--- config.mk ---
export PLATFORM = sky130hd
export DESIGN_NAME = bcd_count_n_flat
export DESIGN_NICKNAME = d
export VERILOG_FILES = /design/src/rtl/bcd_count_n_if.sv /design/src/rtl/bcd_count_n.sv /design/src/flat_wrapper.sv
export SDC_FILE = /design/constraint.sdc
export NUM_CORES = 1
export LEC_CHECK = 0
export ABC_AREA = 1
export CAP_MARGIN = 5
export CORE_UTILIZATION = 54
export DETAILED_ROUTE_END_ITERATION = 10
export GPL_TIMING_DRIVEN = 0
export PLACE_DENSITY_LB_ADDON = 0.1
export SLEW_MARGIN = 20
export SYNTH_ARGS = -nofsm -noshare
export SYNTH_HDL_FRONTEND = slang
export SYNTH_SLANG_ARGS = --single-unit
--- constraint.sdc ---
create_clock -name clk -period 8.6 [get_ports clk]
set_input_delay 1.72 -clock clk [delete_from_list [all_inputs] [get_ports clk]]
set_output_delay 1.72 -clock clk [all_outputs]
set_load 0.01 [all_outputs]
--- src/rtl/bcd_count_n_if.sv ---
// Control/status bundle for the N-digit BCD counter.
// Latency: none, wires only.
// Backpressure: none; the counter consumes control levels every cycle.
interface bcd_count_n_if #(
    parameter int DIGITS = 3,
    parameter int MAX_W  = 10
);
    logic                  run;
    logic                  tick;
    logic                  down;
    logic                  wrap;
    logic [MAX_W-1:0]      max_count;
    logic [4*DIGITS-1:0]   digits;
    logic [MAX_W-1:0]      count_bin;
    logic                  busy;
    logic                  done;
    logic                  wrap_pulse;

    // Controller side: drives run/tick/mode/limit, observes the count.
    modport master (
        output run, tick, down, wrap, max_count,
        input  digits, count_bin, busy, done, wrap_pulse
    );

    // Counter side.
    modport slave (
        input  run, tick, down, wrap, max_count,
        output digits, count_bin, busy, done, wrap_pulse
    );
endinterface

--- src/rtl/bcd_count_n.sv ---
// N-digit up/down BCD counter with binary shadow, stop or wrap at a latched limit.
// Latency: all outputs registered; a qualified tick moves the count on the next edge.
// Backpressure: none; tick=0 simply holds the count, run=0 returns to IDLE.
module bcd_count_n #(
    parameter int DIGITS = 3,
    parameter int MAX_W  = 10
) (
    input  logic          clk,
    input  logic          rst,
    bcd_count_n_if.slave  bus
);
    function automatic int pow10(input int n);
        int r;
        r = 1;
        for (int i = 0; i < n; i++) r = r * 10;
        return r;
    endfunction

    localparam int               CAP   = pow10(DIGITS) - 1;
    localparam logic [MAX_W-1:0] CAP_W = MAX_W'(CAP);
    localparam logic [MAX_W-1:0] ONE_W = MAX_W'(1);

    // Shift-add-3 conversion; the input is already clamped to CAP so it always fits.
    function automatic logic [4*DIGITS-1:0] bin2bcd(input logic [MAX_W-1:0] b);
        logic [4*DIGITS-1:0] r;
        r = '0;
        for (int i = MAX_W - 1; i >= 0; i--) begin
            for (int d = 0; d < DIGITS; d++) begin
                if (r[4*d +: 4] >= 4'd5) r[4*d +: 4] = r[4*d +: 4] + 4'd3;
            end
            r = {r[4*DIGITS-2:0], b[i]};
        end
        return r;
    endfunction

    typedef enum logic [1:0] {IDLE, COUNT, DONE} state_t;

    state_t                state_q, state_d;
    logic [4*DIGITS-1:0]   digits_q, digits_d;
    logic [MAX_W-1:0]      bin_q, bin_d;
    logic [MAX_W-1:0]      max_lat;
    logic [4*DIGITS-1:0]   max_bcd;
    logic                  down_q, wrap_q;
    logic                  wrap_pulse_q, wrap_pulse_d;

    logic [MAX_W-1:0]      lim;
    logic [4*DIGITS-1:0]   lim_bcd;
    logic [MAX_W-1:0]      term_bin;
    logic                  at_term;
    logic [4*DIGITS-1:0]   bcd_inc, bcd_dec;
    logic                  carry, borrow;

    // Limit clamp is a plain binary compare; BCD form kept for the down-count reload.
    assign lim      = (bus.max_count > CAP_W) ? CAP_W : bus.max_count;
    assign lim_bcd  = bin2bcd(lim);
    assign term_bin = down_q ? '0 : max_lat;
    assign at_term  = (bin_q == term_bin);

    // Ripple +1 / -1 across the BCD digits, keeping every digit in 0..9.
    always_comb begin
        bcd_inc = digits_q;
        bcd_dec = digits_q;
        carry   = 1'b1;
        borrow  = 1'b1;
        for (int i = 0; i < DIGITS; i++) begin
            if (carry) begin
                if (digits_q[4*i +: 4] == 4'd9) begin
                    bcd_inc[4*i +: 4] = 4'd0;
                end else begin
                    bcd_inc[4*i +: 4] = digits_q[4*i +: 4] + 4'd1;
                    carry = 1'b0;
                end
            end
            if (borrow) begin
                if (digits_q[4*i +: 4] == 4'd0) begin
                    bcd_dec[4*i +: 4] = 4'd9;
                end else begin
                    bcd_dec[4*i +: 4] = digits_q[4*i +: 4] - 4'd1;
                    borrow = 1'b0;
                end
            end
        end
    end

    // Next state and next count; IDLE reloads from the value being latched this cycle.
    always_comb begin
        state_d      = state_q;
        digits_d     = digits_q;
        bin_d        = bin_q;
        wrap_pulse_d = 1'b0;
        case (state_q)
            IDLE: begin
                digits_d = bus.down ? lim_bcd : '0;
                bin_d    = bus.down ? lim : '0;
                if (bus.run) state_d = COUNT;
            end
            COUNT: begin
                if (!bus.run) begin
                    state_d = IDLE;
                end else if (at_term && !wrap_q) begin
                    state_d = DONE;
                end else if (at_term) begin
                    if (bus.tick) begin
                        digits_d     = down_q ? max_bcd : '0;
                        bin_d        = down_q ? max_lat : '0;
                        wrap_pulse_d = 1'b1;
                    end
                end else if (bus.tick) begin
                    digits_d = down_q ? bcd_dec : bcd_inc;
                    bin_d    = down_q ? (bin_q - ONE_W) : (bin_q + ONE_W);
                end
            end
            DONE: begin
                if (!bus.run) state_d = IDLE;
            end
            default: state_d = IDLE;
        endcase
    end

    // State register.
    always_ff @(posedge clk or posedge rst) begin
        if (rst) state_q <= IDLE;
        else     state_q <= state_d;
    end

    // Count, binary shadow and wrap pulse registers.
    always_ff @(posedge clk or posedge rst) begin
        if (rst) begin
            digits_q     <= '0;
            bin_q        <= '0;
            wrap_pulse_q <= 1'b0;
        end else begin
            digits_q     <= digits_d;
            bin_q        <= bin_d;
            wrap_pulse_q <= wrap_pulse_d;
        end
    end

    // Limit and mode are sampled only while idle so mid-run changes are ignored.
    always_ff @(posedge clk or posedge rst) begin
        if (rst) begin
            max_lat <= '0;
            max_bcd <= '0;
            down_q  <= 1'b0;
            wrap_q  <= 1'b0;
        end else if (state_q == IDLE) begin
            max_lat <= lim;
            max_bcd <= lim_bcd;
            down_q  <= bus.down;
            wrap_q  <= bus.wrap;
        end
    end

    assign bus.digits     = digits_q;
    assign bus.count_bin  = bin_q;
    assign bus.busy       = (state_q == COUNT);
    assign bus.done       = (state_q == DONE);
    assign bus.wrap_pulse = wrap_pulse_q;
endmodule

--- src/flat_wrapper.sv ---
// flat-port wrapper written by rule: the top's interface ports become plain ports
module bcd_count_n_flat 
#(
    parameter int DIGITS = 3,
    parameter int MAX_W  = 10
)
  (clk, rst, bus_run, bus_tick, bus_down, bus_wrap, bus_max_count, bus_digits, bus_count_bin, bus_busy, bus_done, bus_wrap_pulse);
  bcd_count_n_if #(.DIGITS(DIGITS), .MAX_W(MAX_W)) bus_i ();
  input  logic clk;
  input  logic rst;
  input wire logic [$bits(bus_i.run)-1:0] bus_run;
  input wire logic [$bits(bus_i.tick)-1:0] bus_tick;
  input wire logic [$bits(bus_i.down)-1:0] bus_down;
  input wire logic [$bits(bus_i.wrap)-1:0] bus_wrap;
  input wire logic [$bits(bus_i.max_count)-1:0] bus_max_count;
  output wire logic [$bits(bus_i.digits)-1:0] bus_digits;
  output wire logic [$bits(bus_i.count_bin)-1:0] bus_count_bin;
  output wire logic [$bits(bus_i.busy)-1:0] bus_busy;
  output wire logic [$bits(bus_i.done)-1:0] bus_done;
  output wire logic [$bits(bus_i.wrap_pulse)-1:0] bus_wrap_pulse;
  assign bus_i.run = bus_run;
  assign bus_i.tick = bus_tick;
  assign bus_i.down = bus_down;
  assign bus_i.wrap = bus_wrap;
  assign bus_i.max_count = bus_max_count;
  assign bus_digits = bus_i.digits;
  assign bus_count_bin = bus_i.count_bin;
  assign bus_busy = bus_i.busy;
  assign bus_done = bus_i.done;
  assign bus_wrap_pulse = bus_i.wrap_pulse;
  bcd_count_n #(.DIGITS(DIGITS), .MAX_W(MAX_W)) u_core (.clk(clk), .rst(rst), .bus(bus_i));
endmodule
Word-level counts from Yosys, hierarchy flattened
Cells that the tools add are included.
{"block": "word_totals", "elab_cells": 128, "register_bits": 49}
{"block": "classes", "reduce_logical": 11, "n_lt_le_gt_ge": 13, "add_sub_neg": 20, "mux": 58, "eq_ne": 16}
{"cell": "10-bit 2-to-1 mux", "count": 10}
{"cell": "12-bit 2-to-1 mux", "count": 8}
{"cell": "4-bit 2-to-1 mux", "count": 21}
{"cell": "4-bit by 2-bit adder with 4-bit output, second input constant", "count": 9}
{"cell": "4-bit by 3-bit greater-or-equal comparator with 1-bit output, second input constant", "count": 9}
{"cell": "12-bit one-hot mux with 2 select lines", "count": 1}
{"cell": "10-bit one-hot mux with 2 select lines", "count": 1}
{"cell": "4-bit by 1-bit adder with 4-bit output, second input constant", "count": 3}
{"cell": "4-bit equality test, second input constant", "count": 3}
{"cell": "4-bit zero test", "count": 3}
{"cell": "6-bit AND reduction", "count": 2}
{"cell": "4-bit by 1-bit subtractor with 4-bit output, second input constant", "count": 3}
{"cell": "1-bit 2-to-1 mux", "count": 11}
{"cell": "10-bit by 1-bit adder with 10-bit output, second input constant", "count": 1}
{"cell": "10-bit equality test", "count": 1}
{"cell": "10-bit greater-than comparator, second input constant", "count": 1}
{"cell": "2-bit != test, second input constant", "count": 5}
{"cell": "10-bit by 1-bit subtractor with 10-bit output, second input constant", "count": 1}
{"cell": "3-bit greater-or-equal comparator, second input constant", "count": 3}
{"cell": "3-bit by 2-bit adder with 4-bit output, second input constant", "count": 2}
{"cell": "2-bit 2-to-1 mux", "count": 4}
{"cell": "4-bit by 1-bit != test with 1-bit output, second input constant", "count": 2}
{"cell": "4-bit != test, second input constant", "count": 2}
{"cell": "2-bit one-hot mux with 3 select lines", "count": 1}
{"cell": "11 further kinds", "count": 11}

Logic depth before layout (Yosys ltp)
{"block": "logic_depth", "depth_word": 18, "mapped_depth": 43, "ltp_nobuf": 43}

Worst setup path before layout
OpenSTA, ideal clock, no wires.
{"block": "synth_path", "kind": "input to register", "from": "input port bus_max_count[8]", "to": "register u_core.digits_q[6], in the netlist u_core.bus.digits[6]", "cell_stages": 39, "t_arrival_ns": 5.909, "path_slack_ns": 2.613, "required_time_ns": 8.523, "path_cell_list": "nand2_2 nand2_1 nand2_2 ha_1 nand2_1 nand3_2 nand2_2 nand2_2 nand2_1 inv_1 ha_1 nand2_1 nand3_4 nand2_4 nand2_2 nor2_4 ha_1 inv_1 [... 3 more ...] nand2_4 ha_1 nand3_1 nand4_1 and2_2 ha_1 nand3_1 nand4_1 nand2_1 inv_1 ha_1 nand3_1 nand2_1 inv_2 nand2_2 nand2_1 nand3_1 a21oi_1"}
{"block": "synth_between", "elab_chain_cells": 18, "word_cells_on_any_way": 34, "cone_classes": "add/sub (10); order compare (11); mux (13)"}
{"element": "start: declaration", "line": "flat_wrapper.sv:15", "rtl": "input wire logic [$bits(bus_i.max_count)-1:0] bus_max_count;"}
{"element": "10-bit greater-than comparator", "line": "bcd_count_n.sv:54", "rtl": "assign lim = (bus.max_count > CAP_W) ? CAP_W : bus.max_count;"}
{"element": "10-bit 2-to-1 mux (*)", "line": "bcd_count_n.sv:54"}
{"element": "3-bit by 2-bit adder with 4-bit output / 3-bit greater-or-equal comparator (equally long branches)", "line": "bcd_count_n.sv:29", "rtl": "if (r[4*d +: 4] >= 4'd5) r[4*d +: 4] = r[4*d +: 4] + 4'd3;"}
{"element": "4-bit 2-to-1 mux", "line": "bcd_count_n.sv:29"}
{"element": "4-bit by 2-bit adder with 4-bit output / 4-bit by 3-bit greater-or-equal comparator with 1-bit output (equally long branches)", "line": "bcd_count_n.sv:29"}
{"element": "4-bit 2-to-1 mux", "line": "bcd_count_n.sv:29"}
{"element": "4-bit by 2-bit adder with 4-bit output / 4-bit by 3-bit greater-or-equal comparator with 1-bit output (equally long branches)", "line": "bcd_count_n.sv:29"}
{"element": "4-bit 2-to-1 mux", "line": "bcd_count_n.sv:29"}
{"element": "[... 2 more ...]"}
{"element": "4-bit by 2-bit adder with 4-bit output / 4-bit by 3-bit greater-or-equal comparator with 1-bit output (equally long branches)", "line": "bcd_count_n.sv:29"}
{"element": "4-bit 2-to-1 mux", "line": "bcd_count_n.sv:29"}
{"element": "4-bit by 2-bit adder with 4-bit output / 4-bit by 3-bit greater-or-equal comparator with 1-bit output (equally long branches)", "line": "bcd_count_n.sv:29"}
{"element": "4-bit 2-to-1 mux", "line": "bcd_count_n.sv:29"}
{"element": "4-bit by 2-bit adder with 4-bit output / 4-bit by 3-bit greater-or-equal comparator with 1-bit output (equally long branches)", "line": "bcd_count_n.sv:29"}
{"element": "4-bit 2-to-1 mux (*)", "line": "bcd_count_n.sv:29"}
{"element": "12-bit 2-to-1 mux (*)", "line": "bcd_count_n.sv:93", "rtl": "digits_d = bus.down ? lim_bcd : '0;"}
{"element": "12-bit one-hot mux with 2 select lines (*)", "line": "bcd_count_n.sv:91", "rtl": "case (state_q)"}
{"element": "end signal: assignment", "line": "bcd_count_n.sv:133", "rtl": "digits_q <= digits_d;"}
{"element": "end: declaration", "line": "bcd_count_n.sv:39", "rtl": "logic [4*DIGITS-1:0] digits_q, digits_d;"}
Every way passes the cells marked *; elsewhere a longest branch is shown, timed or not.
A chain may end at the register's enable or synchronous reset.

Worst setup path in the final report
{"block": "layout_path", "from": "input port bus_max_count[9]", "to": "register u_core.digits_q[5], in the netlist u_core.bus.digits[5]"}
Same word-level chain as after synthesis.

==> results.md <==
* Worst skew pair latency at 0.31 ns
* Flops & latches, synth at 48
* I/O Buffers at 40
* Maxcap violations at 0
* FP Rows at 32
* Total core area at 0.00789 mm²
* Most frequent cells in the layout: nand2_1, inv_1, nor2_1, nand3_1
* Slowest CP cell: clkdlybuf4s50_1
* Overflow after GRT at 0
* Max layer used: met4
* Multiplexer share of the synthesized area at 0.00223
* Largest family of logic cells by synthesized area: simple AND/OR/NAND/NOR gates
* Complex-gate fraction of the synthesized area at 0.173
* Starting DRC count in detailed routing at around 290
* CTS H-Tree Depth at 2
* Fin Setup TNS at 0 ns
* Final ANT Viol Nets at 0
* CP arrival at between 7 and 8 ns
* CTS tree: built
* CP Buf/Inv Count at 6
* Post-synth EDFFs at 0
* Avg WL per Cell at approximately 15 µm
* R2r setup slk at 4.75 ns
* Wire length on met2 at 5770 µm
* Initial Util at 0.570
* Max Buffers Root-to-Sink at 2
* Critical path's top delay family: simple AND/OR/NAND/NOR gates
* Main flop type after synthesis: dfrtp_1
* Setup ws final at 1.51 ns
* Crit path launch type: input port
* Setup crit end kind: flip-flop
* Max Fclk at 0.141 GHz
* Height of the die at 93.2 µm
* Pre-CTS WS at 1.24 ns
* Num CTS Buffers at 5
* CP dominant cell by count: nand2_1
* Leak Pwr at 2.62 nW
* WL met3 at around 790 µm
* Minimum clock period at 7.09 ns
* Die area at 0.00869 mm²
* Crit-path max FO at 6
* VDD IR max at 0.000186 V
* CP required at 8.84 ns
* Status: finished clean
* Fraction of layout cells with a size suffix above 1 at 0.111
* Final worst path period share at 0.825
* WL met1 at 5320 µm
* I/O pin cnt at 41
* CTS clk-pin slew, worst paths at 0.10 ns
* Dpl cell area at 0.00505 mm²
* Die width at about 93 µm
* Commonest non-fill, non-tap cell in the layout: nand2_1
* First-pass GRT wire length at 20,000 µm
* Avg Cell Area, Syn at 6.67 µm²
* Tot GR Track Use at 0.291
* Worst slew margin at 0.569
* WS Path Type: in2reg
* Worst-Margin Slew at 0.646 ns
* Root Driver: clkbuf_8
* Pwr/cell area at 296 mW/mm²
* Synth cell types at between 50 and 60
* Residual DRC count at 0
* Post-CTS Resized at 0
* Xor-xnor portion of the synthesized cell area at 0.0345
* Syn Nets at about 700
* Post-Layout Cell Count at 824
* Initial antenna violation count at 0
* RSZ-0062 raised after global routing: false
* YS warnings at 0
* Final Max Slew Viols at 0
* Via Count at ~4,600
* Routed vias/inst at around 5.6
* Vias in the first global route at 4,296
* Antenna Cells at 0
* # Post-CTS Setup Buffers at 0
* Critical Path Max Stage Delay at 0.68 ns
* Pin count of the biggest net entering global routing at 26
* Worst Skew at 0.0128 ns
* Area grow syn2layout at 15.2%
* Syn Inst Count at about 670
* Nets@finish at 758
* CTS Sinks at 48
* Hold Fails Final Rpt at 0
* Hold-fix buffers at CTS at 0
* Placer Congestion at slightly above 0.9
* Simple-gate share of the synthesized area at 0.369
* Adder-cell share of the synthesized area at 0.0573
* Netlist Area Pre-Place at 0.00449 mm²
* Sequential share of the synthesized area at 0.267
* Hold WC Path Type: reg2reg
* Drt total wl at 12,100 µm
* HPWL after DPL at 9180 µm
* FFs w/ async S/R, synth at 1.00
* Final setup vio count at 0
* Placed insts at 817
* Fillcell total at 742
* DR pass1 iterations at 5
* Cell area after layout at 0.00518 mm²
==> power by group <==
part | internal (mW) | switching (mW)
clock network | 0.115 | 0.0819
logic | 0.389 | 0.574
registers | 0.298 | 0.0767
total | 0.801 | 0.732
==> state kept, by name (all words and copies together) (netlist names) <==
name and cells:
u_core.down_q 1, u_core.bus.wrap_pulse 1, u_core.wrap_q 1, u_core.max_lat 9, u_core.state_q 2, u_core.bus.digits 12, u_core.max_bcd 12, u_core.bus.count_bin 10
==> synth_stat cells, types with 2 or more instances <==
library cell	instances	share of area
ha_1	19	0.053
buf_2	2	0.0022
nand2_2	23	0.032
nand3_2	11	0.024
clkbuf_1	15	0.013
dfrtp_1	48	0.27
nand3_4	2	0.0078
o31ai_1	5	0.0084
nor3_1	8	0.0089
or2_2	2	0.0028
nand3_1	53	0.059
nand2_4	8	0.020
nand4_1	9	0.013
a22oi_1	13	0.022
a21oi_1	34	0.038
nand3b_1	3	0.0050
buf_1	3	0.0025
o21ai_1	2	0.0022
inv_2	7	0.0058
o22ai_1	2	0.0028
o21ai_2	5	0.0097
o21a_1	2	0.0033
o21ai_0	48	0.053
xor2_2	2	0.0072
xnor2_1	4	0.0078
nor2_1	53	0.044
nand2_1	167	0.14
inv_1	87	0.073
o211ai_1	3	0.0050
a22o_1	2	0.0039
xor2_1	10	0.019
a21boi_1	3	0.0050
==> routing by layer <==
metal  vias to the layer above  track usage
li1                       2311            -
met1                      2145        0.382
met2                       171        0.499
met3                        21       0.0398
met4                         0       0.0833
met5                         -            0
==> stage by stage <==
step / total power [mW] / hold WS (ns) / utilization
after floorplan: 1.07 / 0.443 / -
after global placement: 1.29 / 0.463 / 0.637
after detailed placement: 1.33 / 0.466 / 0.640
after CTS: 1.53 / 0.489 / 0.657
after global routing: 1.68 / 0.510 / 0.657
final: 1.53 / 0.492 / 0.657
==> final timing paths <==
kind | from | to | cells after the start
setup / recovery | bus_max_count[9] | u_core.bus.digits[5]$_DFFE_PP0P_ | 40
hold reg to reg | u_core.max_bcd[10]$_DFFE_PP0P_ | u_core.max_bcd[10]$_DFFE_PP0P_ | 2
setup reg to reg | u_core.down_q$_DFFE_PP0P_ | u_core.bus.count_bin[2]$_DFFE_PP0P_ | 13
hold / removal | u_core.max_bcd[10]$_DFFE_PP0P_ | u_core.max_bcd[10]$_DFFE_PP0P_ | 2
min in group asynchronous | rst | u_core.max_lat[8]$_DFFE_PP0P_ | 2
max in group asynchronous | rst | u_core.max_lat[2]$_DFFE_PP0P_ | 3
==> logic make-up (layout without fill, tap and decap cells) <==
kind of cell    after synthesis  count (layout)
flops                        48              48
xor+xnor                     16              16
fa+ha+maj                    20              20
compound gates              129             129
simple gates                345             345
mux                           1               1
buf+inv                     115             163
==> tightest hold or removal path, stage by stage, from the launching register on <==
cell and delay [ns]:
dfrtp_1 0.35, nand2_1 0.06, nand2_1 0.05
==> area by class of cell <==
class / count / area (µm²) / share of cell area
Tap cell: 102 / 128 / 0.0246
Timing Repair Buffer: 41 / 428 / 0.0826
Sequential cell: 48 / 1200 / 0.232
Inverter: 95 / 357 / 0.0689
Clock buffer: 5 / 68.8 / 0.0133
Multi-Input combinational cell: 511 / 2860 / 0.552
Clock inverter: 2 / 60.1 / 0.0116
Buffer: 20 / 77.6 / 0.0150
Power figures use the tool's default switching activity.
